--- src/rtl/if_id_skid_pkg.sv ---
// Shared IF/ID pipeline definitions: occupancy encoding, default NOP and counter width.
// Used by if_id_skid and its optional if_id_perf counters.
package if_id_skid_pkg;

    // Encoding equals the number of held entries; the perf counters rely on this.
    typedef enum logic [1:0] {
        StEmpty = 2'd0,
        StOne   = 2'd1,
        StTwo   = 2'd2
    } occ_state_e;

    localparam int unsigned CNT_W            = 32;
    localparam logic [31:0] NOP_INST_DEFAULT = 32'h0000_0000;

endpackage

--- src/rtl/if_id_perf.sv ---
// IF/ID performance counters: decode stall cycles and entries discarded by flush.
// Only instantiated when IF_ID_PERF_CNT_EN is defined.
module if_id_perf
    import if_id_skid_pkg::*;
(
    input  logic             clk,
    input  logic             rst,
    input  logic             stall_i,
    input  logic             flush_i,
    input  logic [1:0]       held_cnt_i,
    input  logic             push_drop_i,
    output logic [CNT_W-1:0] stall_cycles_o,
    output logic [CNT_W-1:0] flush_drops_o
);

    logic [CNT_W-1:0] stall_q, stall_d;
    logic [CNT_W-1:0] drops_q, drops_d;

    always_comb begin
        stall_d = stall_q;
        drops_d = drops_q;
        if (stall_i) begin
            stall_d = stall_q + CNT_W'(1);
        end
        if (flush_i) begin
            drops_d = drops_q + CNT_W'(held_cnt_i) + CNT_W'(push_drop_i);
        end
    end

    always_ff @(posedge clk) begin
        if (rst) begin
            stall_q <= '0;
            drops_q <= '0;
        end else begin
            stall_q <= stall_d;
            drops_q <= drops_d;
        end
    end

    assign stall_cycles_o = stall_q;
    assign flush_drops_o  = drops_q;

endmodule

--- src/rtl/if_id_skid.sv ---
// IF/ID pipeline register with a two-entry skid buffer and single-cycle flush.
// Define IF_ID_PERF_CNT_EN to add the stall/flush-drop counters.
module if_id_skid
    import if_id_skid_pkg::*;
#(
    parameter int unsigned       ADDR_W   = 32,
    parameter int unsigned       INST_W   = 32,
    parameter logic [INST_W-1:0] NOP_INST = INST_W'(NOP_INST_DEFAULT)
) (
    input  logic              clk,
    input  logic              rst,
    input  logic              if_valid_i,
    output logic              if_ready_o,
    input  logic [ADDR_W-1:0] if_pc_i,
    input  logic [INST_W-1:0] if_inst_i,
    input  logic              flush_i,
    output logic              id_valid_o,
    input  logic              id_ready_i,
    output logic [ADDR_W-1:0] id_pc_o,
`ifdef IF_ID_PERF_CNT_EN
    output logic [CNT_W-1:0]  stall_cycles_o,
    output logic [CNT_W-1:0]  flush_drops_o,
`endif
    output logic [INST_W-1:0] id_inst_o
);

    occ_state_e        state_q, state_d;
    logic [ADDR_W-1:0] head_pc_q, head_pc_d;
    logic [INST_W-1:0] head_inst_q, head_inst_d;
    logic [ADDR_W-1:0] skid_pc_q, skid_pc_d;
    logic [INST_W-1:0] skid_inst_q, skid_inst_d;
    logic              push, pop;

    assign push = if_valid_i & if_ready_o;
    assign pop  = id_valid_o & id_ready_i;

    always_ff @(posedge clk) begin
        if (rst) begin
            state_q <= StEmpty;
        end else begin
            state_q <= state_d;
        end
    end

    always_comb begin
        state_d = state_q;
        if (flush_i) begin
            state_d = StEmpty;
        end else begin
            unique case (state_q)
                StEmpty: begin
                    if (push) state_d = StOne;
                end
                StOne: begin
                    if (push && !pop) begin
                        state_d = StTwo;
                    end else if (pop && !push) begin
                        state_d = StEmpty;
                    end
                end
                StTwo: begin
                    if (pop) state_d = StOne;
                end
                default: state_d = StEmpty;
            endcase
        end
    end

    // Both handshake outputs decode the state flop only, so no input reaches an output.
    always_comb begin
        if_ready_o = (state_q != StTwo);
        id_valid_o = (state_q != StEmpty);
    end

    always_comb begin
        head_pc_d   = head_pc_q;
        head_inst_d = head_inst_q;
        skid_pc_d   = skid_pc_q;
        skid_inst_d = skid_inst_q;
        if (flush_i) begin
            head_inst_d = NOP_INST;
        end else begin
            unique case (state_q)
                StEmpty: begin
                    if (push) begin
                        head_pc_d   = if_pc_i;
                        head_inst_d = if_inst_i;
                    end
                end
                StOne: begin
                    if (push && pop) begin
                        head_pc_d   = if_pc_i;
                        head_inst_d = if_inst_i;
                    end else if (push) begin
                        skid_pc_d   = if_pc_i;
                        skid_inst_d = if_inst_i;
                    end else if (pop) begin
                        head_inst_d = NOP_INST;
                    end
                end
                StTwo: begin
                    if (pop) begin
                        head_pc_d   = skid_pc_q;
                        head_inst_d = skid_inst_q;
                    end
                end
                default: head_inst_d = NOP_INST;
            endcase
        end
    end

    always_ff @(posedge clk) begin
        if (rst) begin
            head_pc_q   <= '0;
            head_inst_q <= NOP_INST;
            skid_pc_q   <= '0;
            skid_inst_q <= '0;
        end else begin
            head_pc_q   <= head_pc_d;
            head_inst_q <= head_inst_d;
            skid_pc_q   <= skid_pc_d;
            skid_inst_q <= skid_inst_d;
        end
    end

    assign id_pc_o   = head_pc_q;
    assign id_inst_o = head_inst_q;

`ifdef IF_ID_PERF_CNT_EN
    if_id_perf u_perf (
        .clk            (clk),
        .rst            (rst),
        .stall_i        (id_valid_o & ~id_ready_i),
        .flush_i        (flush_i),
        .held_cnt_i     (state_q),
        .push_drop_i    (push & flush_i),
        .stall_cycles_o (stall_cycles_o),
        .flush_drops_o  (flush_drops_o)
    );
`else
    // Counters absent; datapath is unchanged.
`endif

endmodule

--- config.mk ---
export PLATFORM = sky130hd
export DESIGN_NAME = if_id_skid
export DESIGN_NICKNAME = d
export VERILOG_FILES = /design/src/rtl/if_id_skid_pkg.sv /design/src/rtl/if_id_perf.sv /design/src/rtl/if_id_skid.sv
export SDC_FILE = /design/constraint.sdc
export NUM_CORES = 1
export LEC_CHECK = 0
export BUFFER_PORTS_ARGS = -buffer_cell sky130_fd_sc_hd__buf_2
export CELL_PAD_IN_SITES_DETAIL_PLACEMENT = 0
export CELL_PAD_IN_SITES_GLOBAL_PLACEMENT = 1
export CORE_MARGIN = 2
export CORE_UTILIZATION = 37
export CTS_CLUSTER_SIZE = 8
export DETAILED_ROUTE_END_ITERATION = 16
export PLACE_DENSITY = 0.83
export SLEW_MARGIN = 20
export SYNTH_ARGS = -nofsm -noshare
export SYNTH_HDL_FRONTEND = slang
export SYNTH_SLANG_ARGS = --single-unit
--- constraint.sdc ---
create_clock -name clk -period 2 [get_ports clk]
set_input_delay 0.3 -clock clk [delete_from_list [all_inputs] [get_ports clk]]
set_output_delay 0.3 -clock clk [all_outputs]
set_load 0.005 [all_outputs]
# Word-level counts from Yosys, hierarchy flattened
# Index checks and enable logic that the tools add are counted.
# totals
input_bits,69
regBits,130
out_inout_bits,66
wordCells,46
# classes
n_mux,15
n_reduce_logical,13
bitwise,4
n_eq_ne,9
# op_table
op,n
$mux 32,8
$pmux 32 s3,2
$ne 3x3->1 const B,3
$mux 2,4
$ne 2x2->1 const B,4
$reduce_and 4->1,2
$pmux 2 s3,1
$reduce_and 5->1,1
$logic_and 1x1->1,3
$reduce_and 3->1,1
$reduce_bool 3->1,1
$and 1x1->1,2
$eq 2x1->1 const B,1
$eq 2x2->1 const B,1
$logic_not 1->1,2
$logic_not 2->1,1
$not 1->1,2
$reduce_bool 2->1,1
$reduce_or 2->1,1

# Longest topological paths before layout
# Gate-level depths: netlist of the first run.
# logic_depth
depth_word,7
ltp_mapped,11
mapped_depth_nobuf,7

# Worst setup path after synthesis of the first run
# OpenSTA, ideal clock, no wires.
# synth_timing
path_kind,register to register
startpoint,register state_q[1]
endpoint,"register head_pc_q[0], in the netlist id_pc_o[0]"
t_required_ns,1.854
setup_time_ns,0.146
synth_period_minus_slack_ns,2.132
n_path_buf,3
t_arrival_ns,1.986
stages_incl_launch_ff,11
path_slack_ns,-0.132
path_cell_list,dfxtp_1 -> buf_2 -> and2b_4 -> inv_4 -> buf_6 -> and2_1 -> ha_1 -> mux2_4 -> buf_2 -> a211oi_1 -> a211oi_2
# synth_via
elab_chain_cells,5
word_cells_on_any_way,14
classes_between,eq/ne: 6; mux: 1; bitwise: 2; reduce/logical: 5
# synth_lines
element,line_no,rtl
from (decl),if_id_skid.sv:27,"occ_state_e state_q, state_d;"
from (signal assigned),if_id_skid.sv:39,state_q <= StEmpty;
from (signal assigned),if_id_skid.sv:41,state_q <= state_d;
$ne 2x2->1 *,if_id_skid.sv:71,if_ready_o = (state_q != StTwo);
net if_ready_o,if_id_skid.sv:13,"output logic if_ready_o,"
$and 1x1->1 *,if_id_skid.sv:34,assign push = if_valid_i & if_ready_o;
$logic_and 1x1->1,if_id_skid.sv:91,if (push && pop) begin
$ne 2x2->1 (no source line),n/a,
$reduce_and 5->1 (no source line) *,n/a,
to (signal assigned),if_id_skid.sv:119,head_pc_q <= head_pc_d;
to (decl),if_id_skid.sv:28,"logic [ADDR_W-1:0] head_pc_q, head_pc_d;"
# The timed path passes the listed nets; every way through them passes the cells marked *.
# A chain may end at the register's enable or synchronous reset.

# Worst setup path after layout of the first run
# layout_timing
startpoint,register state_q[1]
endpoint,"register head_pc_q[22], in the netlist id_pc_o[22]"
# layout_via
elab_chain_cells,5
word_cells_on_any_way,14
classes_between,eq/ne: 6; mux: 1; bitwise: 2; reduce/logical: 5
# layout_lines
element,line_no
$ne 2x2->1 or $reduce_bool 2->1 (tied branches),"if_id_skid.sv:71, if_id_skid.sv:72"
$and 1x1->1 (on tied branches),"if_id_skid.sv:34, if_id_skid.sv:35"
$logic_and 1x1->1,if_id_skid.sv:91
$ne 2x2->1 (no source line),n/a
$reduce_and 5->1 (no source line),n/a
# Parallel ways exist; a longest one is shown, timed or not.

==> results of run 1 <==
[logic make-up after synthesis]
| kind of cell | count (synthesis) | synth area share, % |
|---|---|---|
| flip-flops | 130 | 45.3 |
| multiplexers | 34 | 6.01 |
| buffers and inverters | 76 | 7.75 |
| AND/OR/NAND/NOR | 82 | 7.90 |
| AO/OA/AOI/OAI | 263 | 32.8 |
| adder cells (fa/ha/maj) | 1 | 0.218 |
[synth_stat cells (2+ instances only)]
cell type,number,share of area [%]
buf_1,3,0.20
a21oi_1,65,5.7
buf_6,17,3.3
a32oi_1,31,4.7
clkbuf_1,35,2.3
mux2i_1,33,5.7
and2_1,2,0.22
buf_2,15,1.3
a32o_1,2,0.35
dfxtp_1,130,45
buf_4,3,0.39
o21ai_0,67,5.8
nor2b_1,2,0.22
a211oi_1,34,4.4
a211oi_2,30,6.5
nand3_1,64,5.6
or2_2,2,0.22
o2bb2ai_1,31,4.7
nand2b_1,2,0.22
[where the power goes]
| group | internal [mW] | switching (mW) | total (mW) | leakage, nW |
|---|---|---|---|---|
| clock | 2.22 | 1.14 | 3.36 | 0.307 |
| sequential | 2.68 | 0.0550 | 2.73 | 1.06 |
| combinational | 0.290 | 0.393 | 0.683 | 1.54 |
[path summary, 6_finish.rpt]
path,startpoint,endpoint,slack [ns]
worst max-delay path,state_q[1],id_pc_o[22],0.07
worst min-delay path,if_pc_i[19],skid_pc_q[19],0.14
worst min register to register,id_inst_o[9],id_inst_o[9],0.46
worst max register to register,state_q[1],id_pc_o[22],0.07
[metal layers]
metal,global-route usage [%],vias to the layer above
met5,0,-
met4,8.63,2
met3,5.45,26
met2,34.6,193
met1,25.5,2622
li1,-,2453
[registers in the layout, indices dropped and copies added, names as in the netlist]
name	cells
state_q	2
skid_pc_q	32
skid_inst_q	32
id_inst_o	32
id_pc_o	32
[layout make-up]
class / count / share of cell area, %
tap: 188 / 3.19
timing repair buffer: 157 / 13.1
antenna: 1 / 0.0339
sequential: 130 / 35.3
clock buffer: 24 / 6.66
inverter: 3 / 0.220
multi-input combinational: 381 / 39.5
clock inverter: 8 / 2.02
[critical path, delay by kind of cell, from the launching register on]
| kind | cells | cell delay, ns |
|---|---|---|
| muxes | 1 | 0.30 |
| DFF | 1 | 0.32 |
| adders and majority gates | 1 | 0.17 |
| AOI/OAI and AO/OA | 2 | 0.31 |
| and+or+nand+nor | 2 | 0.48 |
| buffers and inverters | 1 | 0.19 |
[what timing repair did]
action | 4_1_cts | 5_1_grt
resized for setup | 2 | 5
endpoints found under the setup margin | 2 | 6
cloned | 1 | 1
hold buffers | 0 | 0
[per-stage QoR]
step | TNS, ns | area, µm² | power, mW
after global routing | -0.00615 | 7380 | 6.98
after floorplan | -0.259 | 5940 | 3.19
after CTS | 0 | 7340 | 6.81
after detailed placement | -0.0139 | 6680 | 3.45
final | 0 | 7380 | 6.77
after global placement | 0 | 6680 | 3.43
==> summary.md, run 1 <==
| Metric | Value |
|---|---|
| Syn avg cell area | `9.80 µm²` |
| Per-cell routed wire length | `19.5 µm` |
| R2R cell count | `7` |
| Most common cell after layout, fill and taps aside | `buf_2` |
| Multi-input combinational cell area | `0.00291 mm²` |
| CP max stage delay | `roughly 0.32 ns` |
| GPL Wtd Cong | `0.813` |
| Largest net degree at the start of global routing | `97` |
| Tightest Hold Check Type | `input port to register` |
| Distinct cell type count after synthesis | `37` |
| Hold slack | `approximately 0.14 ns` |
| Most frequent cells in the layout | `buf_2, dfxtp_1, a21oi_1` |
| HPWL after detailed placement | `10600 µm` |
| Worst EP arrival | `2.21 ns` |
| Die width | `129 µm` |
| Synth warn | `0` |
| Crit-path cells | `or2_2, and2_1, ha_4, mux2_4, buf_12, a211oi_1, a211oi_1` |
| Pre-CTS WS | `-0.0139 ns` |
| Routed Wire Length | `17400 µm` |
| Post-Syn Nets | `approximately 660` |
| Total global routing overflow | `0` |
| Final period util | `~96%` |
| # IOs | `135` |
| Synthesized area | `0.00575 mm²` |
| Register area share after synthesis | `45.3%` |
| Chip Height | `129 µm` |
| DRC Markers | `0` |
| Tightest Pin Transition | `0.716 ns` |
| Drt via density | `5.94` |
| DRT iter0 DRCs | `468` |
| CP required | `approximately 2.3 ns` |
| Leakage | `2.90 nW` |
| Reg area | `0.00261 mm²` |
| Fin cells | `892` |
| Outcome | `finished, final reports clean` |
| Post-layout util | `approximately half` |
| TritonCTS clock tree | `done` |
| Final Max Slew Viols | `0` |
| First-pass GRT wire length | `27000 µm` |
| Layout cells sized above 1 | `38.0%` |
| H-tree level count | `4` |
| Endpoints failing setup | `0` |
| Site Rows | `45` |
| Syn Inst Count | `between 500 and 600` |
| Fillers | `1439` |
| MaxCap Viol Count | `0` |
| 1st-pass router iterations | `5` |
| Antenna-violating nets left | `0` |
| Worst Hold Depth | `3` |
| Placed cell count | `857` |
| Clock Path Buffers | `2` |
| Yosys reg bits | `130` |
| Post-synth EDFFs | `0` |
| Fmax | `519 MHz` |
| CTS Root Cell | `clkbuf_16` |
| IO buf count | `134` |
| Setup crit end kind | `register` |
| Most frequent CP cell | `a211oi_1` |
| Max layer used | `met5` |
| Core box area | `around 0.015 mm²` |
| CTS Sinks | `130` |
| Synth Flop Type | `dfxtp_1` |
| Pwr dens | `918 mW/mm²` |
| Slew HR | `52.3%` |
| Setup Buffers After CTS | `0` |
| Initial antenna violation count | `2` |
| Vias in the first global route | `5258` |
| Global-route usage over all layers | `between 20% and 30%` |
| Clock Pin Slew Worst Setup and Hold Paths | `0.06 ns` |
| Worst-skew pair later-pin latency | `0.42 ns` |
| Initial Util | `37.8%` |
| Kind of critical path | `register to register` |
| CTS Buf Count | `17` |
| VDD IR max | `between 0.0007 and 0.0008 V` |
| Vias | `5296` |
| Clock period minus worst slack | `1.93 ns` |
| Slowest-stage cell, CP | `dfxtp_2` |
| WL met2 | `8430 µm` |
| Async SR Flop Fraction | `0%` |
| Clk_skew | `~0.0065 ns` |
| Crit Path Max Fanout | `32` |
| Final Hold Fails | `0` |
| Worst setup SP type | `register` |
| Fin worst setup slack | `0.0715 ns` |
| Area growth syn-to-layout | `28.5%` |
| Die area | `0.0165 mm²` |
| Met3 WL | `approximately 1100 µm` |
| Metal1 wirelength | `about 7400 µm` |
| Nets | `between 700 and 800` |
(Power assumes the default switching activity.)
==> inputs of run 2 (changes only) <==
--- a/config.mk
+++ b/config.mk
@@ -13,6 +13,7 @@
 export CTS_CLUSTER_SIZE = 8
 export DETAILED_ROUTE_END_ITERATION = 16
 export PLACE_DENSITY = 0.83
+export SETUP_SLACK_MARGIN = 0.4
 export SLEW_MARGIN = 20
 export SYNTH_ARGS = -nofsm -noshare
 export SYNTH_HDL_FRONTEND = slang
==> summary.md, run 2 (synthesis results as in run 1) <==
| Metric | Value |
|---|---|
| Outcome | `finished, final reports clean` |
| Routed Wire Length | `18900 µm (+8.6%)` |
| CTS Sinks | `130 (unchanged)` |
| Vias in the first global route | `5372 (+2.2%)` |
| R2R cell count | `9 (+2)` |
| DRC Markers | `0 (unchanged)` |
| Crit-path cells | `buf_6, and2b_4, inv_6, and2_4, ha_4, mux2_4, clkbuf_16, a211oi_4, a211oi_2` |
| Kind of critical path | `register to register` |
| Clock Pin Slew Worst Setup and Hold Paths | `0.06 ns (about the same)` |
| CP required | `2.30 ns (+0.02 ns)` |
| R2r setup slk | `0.05 ns (-0.02 ns)` |
| HPWL after detailed placement | `10900 µm (+3.0%)` |
| Total global routing overflow | `0 (unchanged)` |
| CTS Root Cell | `clkbuf_16` |
| Largest delay share family, worst path | `multiplexers` |
| Worst-skew pair later-pin latency | `0.43 ns (about the same)` |
| Fillers | `1338 (-7.0%)` |
| Layout cells sized above 1 | `50.1% (+12 points)` |
| Per-cell routed wire length | `20.5 µm (+5.2%)` |
| Core box area | `0.0152 mm² (unchanged)` |
| DRT iter0 DRCs | `382 (-18%)` |
| Reg area | `0.00261 mm² (unchanged)` |
| Fmax | `513 MHz (-1.1%)` |
| Largest net degree at the start of global routing | `77 (-21%)` |
| Final Cell Area | `0.00826 mm² (+12%)` |
| VDD IR max | `0.000619 V (-21%)` |
| Fin Setup TNS | `0 ns (unchanged)` |
| Most common cell after layout, fill and taps aside | `buf_2` |
| End of the worst hold path | `skid_inst_q[1]` |
| Clk_skew | `0.00848 ns (+0.00194 ns)` |
| Antenna-violating nets left | `0 (unchanged)` |
| Hold_sp | `if_inst_i[1]` |
| Chip Height | `129 µm (unchanged)` |
| Clock period minus worst slack | `1.95 ns (+0.0208 ns)` |
| Crit Path Max Fanout | `8 (-75%)` |
| MaxCap Viol Count | `0 (unchanged)` |
| Buf/Inv on CP | `3 (+2)` |
| Worst r2r src | `state_q[1]` |
| Worst setup SP type | `register` |
| Final Max Slew Viols | `0 (unchanged)` |
| Die width | `129 µm (unchanged)` |
| First-pass GRT wire length | `28400 µm (+5.4%)` |
| RSZ-0062 raised after global routing | `true` |
| Worst Hold Depth | `3 (unchanged)` |
| Endpoints failing setup | `0 (unchanged)` |
| CP max stage delay | `0.36 ns (+0.04 ns)` |
| Initial antenna violation count | `2 (unchanged)` |
| Area growth syn-to-layout | `43.7%` |
| Global-route usage over all layers | `22.0% (+1.3 points)` |
| GPL Wtd Cong | `0.836 (+2.8%)` |
| Fin cells | `921 (+3.3%)` |
| Final period util | `97.5% (+1.0 points)` |
| H-tree level count | `4 (unchanged)` |
| Final Hold Fails | `0 (unchanged)` |
| Tightest Pin Transition | `0.668 ns (-0.0481 ns)` |
| # IOs | `135 (unchanged)` |
| Hold_buf cts | `0 (unchanged)` |
| TritonCTS clock tree | `done` |
| Leakage | `3.16 nW (+8.8%)` |
| Slew HR | `55.5% (+3.2 points)` |
| Site Rows | `45 (unchanged)` |
| Pwr dens | `822 mW/mm² (-10%)` |
| Placed cell areas | `0.00705 mm² (+5.5%)` |
| Die area | `0.0165 mm² (unchanged)` |
| Worst EP arrival | `2.25 ns (+0.04 ns)` |
| Vias | `5460 (+3.1%)` |
| Setup crit end kind | `register` |
| CTS Buf Count | `17 (unchanged)` |
| Initial Util | `37.8% (unchanged)` |
| FF-to-FF End | `id_pc_o[10]` |
| Most frequent cells in the layout | `buf_2, dfxtp_1, nand3_2` |
| 1st-pass router iterations | `5 (unchanged)` |
| Slowest-stage cell, CP | `mux2_4` |
| Nets | `789 (+3.8%)` |
| Tightest Hold Check Type | `input port to register` |
| Multi-input combinational cell area | `0.00339 mm² (+16%)` |
| Clock Path Buffers | `2 (unchanged)` |
| Post-layout util | `54.3% (+5.8 points)` |
| Placed cell count | `861 (+0.47%)` |
| IO buf count | `134 (unchanged)` |
| Drt via density | `5.93 (-0.15%)` |
## run 2: changes by cell type in the layout (fill, tap and decap cells not counted), sizes merged
cell,previous run,this run
bufbuf,0,1
clkinv,2,5
inv,3,2
bufinv,4,3
buf,156,179
a21o,2,4
clkbuf,25,27
## run 2: what timing repair did
item                       in CTS  in global routing
resized for setup              24                 20
setup buffers                   5                  8
cloned                          7                  7
pin swaps                       6                 25
setup endpoints to repair     129                121
## run 2: per-stage QoR
step | hold WS [ns] | power [mW] | setup slack, ns
2_1_floorplan | 0.372 | 3.22 | -0.00906
3_3_place_gp | 0.440 | 3.47 | 0.0450
3_5_place_dp | 0.441 | 3.49 | -0.00742
4_1_cts | 0.119 | 6.76 | 0.0842
5_1_grt | 0.113 | 7.04 | 0.000741
6_report | 0.128 | 6.79 | 0.0506
## run 2: worst max-delay path by stage
stage	from	end	cells past startpoint
2_1_floorplan	state_q[1]	id_pc_o[0]	10
3_3_place_gp	state_q[1]	id_pc_o[23]	6
3_5_place_dp	state_q[1]	id_pc_o[28]	8
4_1_cts	state_q[1]	skid_inst_q[12]	10
5_1_grt	state_q[1]	id_pc_o[10]	9
6_report	state_q[1]	id_pc_o[10]	9
## run 2: area by class of cell
type                    count  share of cell area [%]
multi-input cells         383                    41.1
flip-flops and latches    130                    31.5
repair buffers            184                    16.9
clock buffers              23                    5.79
well taps                 188                    2.85
clock inverters             9                    1.56
inverters                   3                   0.212
diodes                      1                  0.0303
## run 2: worst min-delay path, cell delays in order
cell and delay [ns]:
buf_2 0.11, nand3_2 0.05, a21oi_1 0.05
## run 2: layer usage
metal  vias to the layer above  part of all wire (%)  GRT usage (%)
li1                       2536                     -              -
met1                      2669                    43           27.8
met2                       212                    48           35.2
met3                        41                   6.4           7.82
met4                         2                   2.1           7.54
met5                         -                 0.069              0
## run 2: report_power, final
part | total [mW] | switching [mW] | leakage [nW] | internal [mW]
clock | 3.22 | 1.17 | 0.293 | 2.05
sequential | 2.74 | 0.0598 | 1.06 | 2.68
combinational | 0.828 | 0.468 | 1.81 | 0.360
total | 6.79 | 1.70 | 3.16 | 5.09
==> inputs of run 3 (changes only) <==
--- a/config.mk
+++ b/config.mk
@@ -10,9 +10,10 @@
 export CELL_PAD_IN_SITES_GLOBAL_PLACEMENT = 1
 export CORE_MARGIN = 2
 export CORE_UTILIZATION = 37
+export CTS_BUF_LIST = sky130_fd_sc_hd__clkbuf_16
 export CTS_CLUSTER_SIZE = 8
 export DETAILED_ROUTE_END_ITERATION = 16
-export PLACE_DENSITY = 0.83
+export PLACE_DENSITY_LB_ADDON = 0.15
 export SETUP_SLACK_MARGIN = 0.4
 export SLEW_MARGIN = 20
 export SYNTH_ARGS = -nofsm -noshare
==> summary.md, run 3 (synthesis results as in run 1) <==
| Metric | Value |
|---|---|
| Outcome | `finished, final reports clean` |
| Total Power | `6.21 mW (-8.5%)` |
| Tightest Hold Check Type | `input port to register` |
| Fin cells | `918 (-0.33%)` |
| DRT iter0 DRCs | `422 (+10%)` |
| Site Rows | `45 (unchanged)` |
| Worst EP arrival | `2.30 ns (+0.05 ns)` |
| Clock period minus worst slack | `1.96 ns (+0.00688 ns)` |
| IO buf count | `134 (unchanged)` |
| Most frequent cells in the layout | `buf_2, dfxtp_1, o21ai_1` |
| Clock Path Buffers | `2 (unchanged)` |
| Worst-skew pair later-pin latency | `0.42 ns (about the same)` |
| Hold slack | `0.146 ns (+0.0175 ns)` |
| Fin worst setup slack | `0.0438 ns (-0.00688 ns)` |
| CTS Sinks | `130 (unchanged)` |
| Endpoints failing setup | `0 (unchanged)` |
| Post-layout util | `54.2% (-0.16 points)` |
| Final Hold Fails | `0 (unchanged)` |
| Worst setup SP type | `register` |
| MaxCap Viol Count | `0 (unchanged)` |
| Clk_skew | `0.00593 ns (-0.00255 ns)` |
| 1st-pass router iterations | `4 (-1)` |
| VDD IR max | `0.000586 V (-5.4%)` |
| R2r setup slk | `0.04 ns (about the same)` |
| Most common cell after layout, fill and taps aside | `buf_2` |
| FF-to-FF End | `skid_inst_q[1]` |
| Placed cell areas | `0.00705 mm² (about the same)` |
| R2R cell count | `10 (+1)` |
| RSZ-0062 raised after global routing | `true` |
| Layout cells sized above 1 | `50.8% (+0.69 points)` |
| Setup crit end kind | `register` |
| CP max stage delay | `0.34 ns (-0.02 ns)` |
| Antenna Cells | `0 (-1)` |
| Crit-path cells | `and2b_4, inv_6, and2_4, ha_4, and4bb_4, buf_12, buf_6, clkbuf_16, nand3_2, a21oi_2` |
| Drt via density | `5.90 (-0.54%)` |
| H-tree level count | `4 (unchanged)` |
| Routed Wire Length | `18800 µm (-0.47%)` |
| CP required | `2.35 ns (+0.05 ns)` |
| Hold_buf cts | `0 (unchanged)` |
| Slowest-stage cell, CP | `and4bb_4` |
| Tightest Pin Transition | `0.690 ns (+0.0216 ns)` |
| CP Launch Point | `state_q[0]` |
| Final Cell Area | `0.00824 mm² (-0.29%)` |
| TritonCTS clock tree | `done` |
| CTS Root Cell | `clkbuf_16` |
| CP Capture Point | `skid_inst_q[1]` |
| DRC Markers | `0 (unchanged)` |
| Kind of critical path | `register to register` |
| Largest net degree at the start of global routing | `97 (+26%)` |
| Antenna-violating nets left | `0 (unchanged)` |
| Placed cell count | `859 (-0.23%)` |
| CTS Buf Count | `17 (unchanged)` |
| Vias | `5413 (-0.86%)` |
| HPWL after detailed placement | `10700 µm (-2.1%)` |
| Leakage | `3.14 nW (-0.45%)` |
| Die width | `129 µm (unchanged)` |
| Total global routing overflow | `0 (unchanged)` |
| Final period util | `97.8% (+0.34 points)` |
| Clock Pin Slew Worst Setup and Hold Paths | `0.06 ns (about the same)` |
| First-pass GRT wire length | `29200 µm (+2.9%)` |
| Initial Util | `37.8% (unchanged)` |
| GPL Wtd Cong | `0.797 (-4.7%)` |
| Global-route usage over all layers | `22.5% (+0.50 points)` |
| Die area | `0.0165 mm² (unchanged)` |
| Pwr dens | `754 mW/mm² (-8.3%)` |
| Chip Height | `129 µm (unchanged)` |
| Slew HR | `54.0% (-1.4 points)` |
| Final Max Slew Viols | `0 (unchanged)` |
| Core box area | `0.0152 mm² (unchanged)` |
| Pre-CTS WS | `-0.00835 ns (-0.000930 ns)` |
| Crit Path Max Fanout | `5 (-3)` |
| Initial antenna violation count | `0 (-2)` |
| Area growth syn-to-layout | `43.3%` |
| # IOs | `135 (unchanged)` |
| Per-cell routed wire length | `20.5 µm (-0.14%)` |
| Worst r2r src | `state_q[0]` |
| Nets | `787 (-0.25%)` |
| Fillers | `1378 (+3.0%)` |
| Fin Setup TNS | `0 ns (unchanged)` |
| Vias in the first global route | `5263 (-2.0%)` |
| Fmax | `511 MHz (-0.35%)` |
[run 3: changes by cell type in the layout (fill, tap and decap cells not counted), moves of 5 or more]
cell / delta
a21oi_2: +15
buf_12: +5
buf_4: -8
a21oi_1: -15
inv_1: +6
[run 3: cell type report]
class / count / area, µm² / area share, %
Clock buffer: 17 / 425 / 5.17
Tap cell: 188 / 235 / 2.86
Timing Repair Buffer: 182 / 1450 / 17.6
Multi-Input combinational cell: 383 / 3440 / 41.8
Sequential cell: 130 / 2610 / 31.6
Inverter: 3 / 17.5 / 0.213
Clock inverter: 15 / 63.8 / 0.775
[run 3: worst min path at each step]
stage	cells past startpoint	slack (ns)	start	to
2_1_floorplan	1	0.37	id_ready_i	state_q[1]
3_3_place_gp	1	0.44	id_inst_o[2]	id_inst_o[2]
3_5_place_dp	1	0.44	id_inst_o[31]	id_inst_o[31]
4_1_cts	3	0.14	if_pc_i[1]	skid_pc_q[1]
5_1_grt	3	0.14	if_inst_i[1]	skid_inst_q[1]
6_report	3	0.15	if_pc_i[18]	skid_pc_q[18]
[run 3: routing by layer]
metal | vias up | GRT usage, % | routed length, µm
met3 | 19 | 6.07 | 1190
met1 | 2659 | 30.3 | 8360
li1 | 2531 | - | -
met5 | - | 0 | 0
met2 | 204 | 35.8 | 8970
met4 | 0 | 6.59 | 267
[run 3: report_power, final]
part           internal (mW)  total, mW  switching [mW]  leakage [nW]
sequential              2.68       2.74          0.0590          1.06
combinational          0.375      0.848           0.473          1.82
clock                   1.52       2.62            1.10         0.270
total                   4.57       6.21            1.64          3.14
[run 3: repair_timing]
action | in CTS | in global routing
resized for setup | 36 | 22
pin swaps | 45 | 23
endpoints found under the setup margin | 116 | 121
gates cloned | 9 | 4
buffers inserted | 11 | 3
[run 3: worst max-delay path: cells and delay by family (launching register included)]
family | cells | cell delay, ns
and+or+nand+nor | 4 | 0.83
buffers and inverters | 4 | 0.42
adders and majority gates | 1 | 0.16
DFF | 1 | 0.33
AOI/OAI and AO/OA | 1 | 0.14
